--- config.mk ---
export PLATFORM = sky130hd
export DESIGN_NAME = pipelined_add_sub
export DESIGN_NICKNAME = d
export VERILOG_FILES = /design/src/rtl/pipelined_add_sub.sv
export SDC_FILE = /design/constraint.sdc
export NUM_CORES = 1
export LEC_CHECK = 0
export ABC_CLOCK_PERIOD_IN_PS = 3700
export CORE_MARGIN = 2
export CORE_UTILIZATION = 45
export CTS_CLUSTER_DIAMETER = 120
export DETAILED_ROUTE_END_ITERATION = 16
export PLACE_DENSITY = 0.64
export RECOVER_POWER = 25
export SETUP_SLACK_MARGIN = 0.3
export SYNTH_ARGS = -nofsm -noshare
export SYNTH_HDL_FRONTEND = slang
export SYNTH_SLANG_ARGS = --single-unit
--- constraint.sdc ---
create_clock -name clk_i -period 3.7 [get_ports clk_i]
set_input_delay 0.925 -clock clk_i [delete_from_list [all_inputs] [get_ports clk_i]]
set_output_delay 0.925 -clock clk_i [all_outputs]
set_load 0.02 [all_outputs]
--- src/rtl/pipelined_add_sub.sv ---
// Pipelined adder/subtractor: one CHUNK-bit slice resolved per stage, carry rippled
// between stages, valid/ready handshake with whole-pipeline freeze on backpressure.
module pipelined_add_sub #(
   parameter int unsigned WIDTH = 32,
   parameter int unsigned CHUNK = 8
) (
   input  logic             clk_i,
   input  logic             rst_i,
   input  logic             valid_i,
   output logic             ready_o,
   input  logic [WIDTH-1:0] a_i,
   input  logic [WIDTH-1:0] b_i,
   input  logic             sub_i,
   output logic             valid_o,
   input  logic             ready_i,
   output logic [WIDTH-1:0] r_o,
   output logic             carry_o,
   output logic             zero_o,
   output logic             overflow_o,
   output logic             negative_o
);

   localparam int unsigned STAGES = WIDTH / CHUNK;
   localparam int unsigned LAST   = STAGES - 1;
   localparam int unsigned SUM_W  = CHUNK + 1;

   if (CHUNK == 0 || (WIDTH % CHUNK) != 0) begin : g_bad_width
      $error("pipelined_add_sub: WIDTH must be a non-zero multiple of CHUNK");
   end

   // Per-stage payload; a/b hold only the operand slices not yet consumed,
   // always right-aligned so each stage works on bits [CHUNK-1:0].
   typedef struct packed {
      logic             valid;
      logic [WIDTH-1:0] res;
      logic [WIDTH-1:0] a;
      logic [WIDTH-1:0] b;
      logic             carry;
      logic             zero;
      logic             a_msb;
      logic             b_msb;
      logic             ovf;
   } stage_t;

   stage_t           stage_q [STAGES];
   stage_t           stage_d [STAGES];
   stage_t           src     [STAGES];
   logic             advance;
   logic [SUM_W-1:0] slice_sum;

   // Next-state: each stage adds its slice; nothing moves while the output is stalled.
   always_comb begin
      advance = !stage_q[LAST].valid || ready_i;

      src[0]       = '0;
      src[0].valid = valid_i;
      src[0].a     = a_i;
      src[0].b     = b_i ^ {WIDTH{sub_i}};
      src[0].carry = sub_i;
      src[0].zero  = 1'b1;
      src[0].a_msb = a_i[WIDTH-1];
      src[0].b_msb = b_i[WIDTH-1] ^ sub_i;
      for (int unsigned k = 1; k < STAGES; k++) begin
         src[k] = stage_q[k-1];
      end

      slice_sum = '0;
      stage_d   = stage_q;
      for (int unsigned k = 0; k < STAGES; k++) begin
         slice_sum = {1'b0, src[k].a[CHUNK-1:0]} + {1'b0, src[k].b[CHUNK-1:0]}
                   + SUM_W'(src[k].carry);
         if (advance) begin
            stage_d[k]       = src[k];
            stage_d[k].a     = src[k].a >> CHUNK;
            stage_d[k].b     = src[k].b >> CHUNK;
            // Slices enter at the top and shift down, so slice 0 lands at bit 0 last.
            stage_d[k].res   = (src[k].res >> CHUNK)
                             | (WIDTH'(slice_sum[CHUNK-1:0]) << (WIDTH - CHUNK));
            stage_d[k].carry = slice_sum[CHUNK];
            stage_d[k].zero  = src[k].zero && (slice_sum[CHUNK-1:0] == '0);
            stage_d[k].ovf   = (k == LAST) && (src[k].a_msb == src[k].b_msb)
                             && (slice_sum[CHUNK-1] != src[k].a_msb);
         end
      end
   end

   always_ff @(posedge clk_i) begin
      if (rst_i) begin
         for (int unsigned k = 0; k < STAGES; k++) begin
            stage_q[k] <= '0;
         end
      end else begin
         stage_q <= stage_d;
      end
   end

   assign ready_o    = advance;
   assign valid_o    = stage_q[LAST].valid;
   assign r_o        = stage_q[LAST].res;
   assign carry_o    = stage_q[LAST].carry;
   assign zero_o     = stage_q[LAST].zero;
   assign overflow_o = stage_q[LAST].ovf;
   assign negative_o = stage_q[LAST].res[WIDTH-1];

endmodule
==> reports/metrics.cfg <==
[outcome]
status=complete, but fails checks
failed_checks=max-capacitance violations, max-slew violations

[drt]
via_count=6656
postRouteAntennaNets=0
drt-wirelength-per-cell_um=13.2
viasPerCell=5.05
top_layer=met4
first_pass_iters=5
wl_met1_um=9170
drt_iter0_markers=482
drc=0
wl_met3_um=678
wl_met2_um=7330
drt-total-wl_um=17300

[clock_network]
cts_buffers=17
htreeDepth=4
root_buffer=clkbuf_16
cts_tree=built
postCtsSetupRepairBufs=0
ctsResizeCount=0
clock-sinks=189
clock_path_buffers=2
clk_latency_ns=0.43
ctsHoldBuffers=0
clk_pin_slew_ns=0.08

[grt]
grt_antenna_before_repair=0
grt_start_max_net_pins=156
track_usage=0.180
grt_pass1_vias=5878
grt-ovfl-total=0
grt_pass1_wl_um=29100

[place]
dp_cells=1285
port_buffers=106
hpwl_um=11100
dpl-instance-area_um2=9340
gp_congestion=0.802

[timing]
tightest_slew_ns=1.70
period_share=0.885
hold_ws_ns=0.450
finalSetupViolCount=0
slew_viol_final=156
slew_headroom=-0.132
fin_tns_setup_ns=0
finalHoldViolCount=0
fin_crit_ns=3.28
fmaxAchievable_mhz=305
rsz0062_at_grt=false
finClkSkew_ns=0.0117

[power]
total_switching_power_mw=1.22
swShare=0.249
p_clk_frac=0.421
pwr-share-comb=0.122
seqPwrFrac=0.457
leakage_nw=3.87
internal-power_mw=3.68
peakVddDrop_v=0.000381
cellPowerDensity_nw_per_um2=491

[synthesis]
synthSimpleGateAreaFrac=0.195
syn_avg_cell_area_um2=8.10
yosysSeqAreaShare=0.462
synth-seq-cells=189
synth_mux_area_frac=0.00306
syn_nets=1114
synthCells=1010
async_reset_ff_frac=0
synthFlopType=dfxtp_1
synthXorXnorAreaFrac=0.0449
synthAdderAreaFrac=0.0599
syn_area_um2=8180
synth_compound_area_frac=0.196
synth_edf_count=0
yosys_warnings=0
synth_top_family_by_area=compound AO/OA/AOI/OAI gates
yosysUniqueCellTypes=55

[finish]
syn2layout_area_growth_pct=22.0
antenna_cells=0
nNetsFinal=1179
drive_above_1_share=0.0414
num-fill-cells=1749
postLayoutCoreUtil=0.558
fin_area_um2=9990
stdcell_count=1317

[worst_setup_path]
critPathLaunchType=primary input
crit_arrival_ns=2.35
critical_path_class=primary input to primary output
crit_path_end_kind=primary output
critPathRequiredTime_ns=2.77
critPathMaxFanout=3

[flow_run]
drv_cap=1

[floorplan]
fp.dieW_um=139
start_util=0.457
dieArea_um2=19300
rows=49
coreArea_um2=17900
die_h_um=139
io_pins=107

[worst_hold_path]
hold_path.class=register to register

cells by family (layout without fill, tap and decap cells):
| group | after synthesis | after routing |
|---|---|---|
| muxes | 2 | 2 |
| xor gates and xnor gates | 42 | 42 |
| adders and majority gates | 35 | 35 |
| buffers and inverters | 77 | 155 |
| and+or+nand+nor | 395 | 395 |
| DFF | 189 | 189 |
| AOI/OAI and AO/OA | 270 | 270 |
power groups by stage:
stage / registers [mW] / logic, mW / clock network [mW]
floorplan: 2.29 / 0.389 / 0
global placement: 2.28 / 0.596 / 0
detailed placement: 2.29 / 0.599 / 0
CTS: 2.24 / 0.604 / 2.11
global route: 2.25 / 0.674 / 2.19
finish: 2.24 / 0.600 / 2.07
final timing paths:
path,cells past startpoint,slack [ns],from,endpoint
min,2,0.45,r_o[17]$_SDFFE_PP0P_,r_o[17]$_SDFFE_PP0P_
max,4,0.42,ready_i,ready_o
min reg2reg,2,0.45,r_o[17]$_SDFFE_PP0P_,r_o[17]$_SDFFE_PP0P_
max reg2reg,6,1.09,valid_o$_SDFFE_PP0P_,src[105]$_SDFFE_PP0P_
flip-flops by register name, indices dropped and copies added (netlist names):
name        count
carry_o         1
overflow_o      1
r_o            32
src           153
valid_o         1
zero_o          1
final cells by class:
class	count	area (um2)	share of cell area
multi-input combinational	744	4100	0.410
timing repair buffer	112	1100	0.110
clock buffer	17	425	0.0426
tap	229	287	0.0287
inverter	11	42.5	0.00426
clock inverter	15	250	0.0251
sequential	189	3780	0.379
layout by cell type (no fill, tap or decap), types with 5 or more instances in the layout:
cell type / n
clkbuf_16: 17
nor3b_1: 6
nand3_1: 9
a211oi_1: 41
inv_1: 10
a21o_1: 8
o21ai_1: 13
xor2_1: 9
dfxtp_1: 189
xnor2_1: 33
a21oi_1: 158
nor3_1: 9
o21a_1: 5
ha_1: 28
fa_1: 7
nor2_1: 59
o211ai_1: 5
a211o_1: 7
nand2_1: 288
bufinv_16: 5
o21ai_0: 11
clkdlybuf4s50_1: 104
cell usage after synthesis, types with 3 or more instances:
master      n  area share
o21a_1      5      0.0046
o221ai_1    3      0.0032
or4_1       3      0.0028
nor2_1     59       0.027
ha_1       28       0.043
nor3b_1     6      0.0055
nor3_1      9      0.0055
or3_1       3      0.0023
clkbuf_1   48       0.022
inv_1      10      0.0046
buf_2       8      0.0049
o21ai_0    11      0.0067
nand2_1   288        0.13
nand3_1     9      0.0055
xor2_1      9      0.0096
fa_1        7       0.017
dfxtp_1   189        0.46
a21oi_1   158       0.097
a211oi_1   41       0.038
o211ai_1    5      0.0046
nor2b_1     4      0.0031
o31a_1      3      0.0032
o21ai_1    13      0.0079
xnor2_1    33       0.035
a21o_1      8      0.0073
buf_1       8      0.0037
a211o_1     7      0.0075
metal layers:
metal  vias up  GRT usage
met5         -          0
li1       3571          -
met1      2947      0.286
met2       123      0.244
met4         0     0.0505
met3        15     0.0373
worst max-delay path, stage by stage:
cell	delay, ns
clkdlybuf4s50_1	0.44
nor2b_4	0.24
clkinvlp_2	0.18
clkdlybuf4s50_1	0.56
through the flow:
step	setup WS, ns	power [mW]
after floorplan	0.509	2.67
after global placement	0.280	2.88
after detailed placement	0.262	2.89
after CTS	0.476	4.96
after global routing	0.258	5.12
final	0.425	4.91
(Power assumes the default switching activity.)
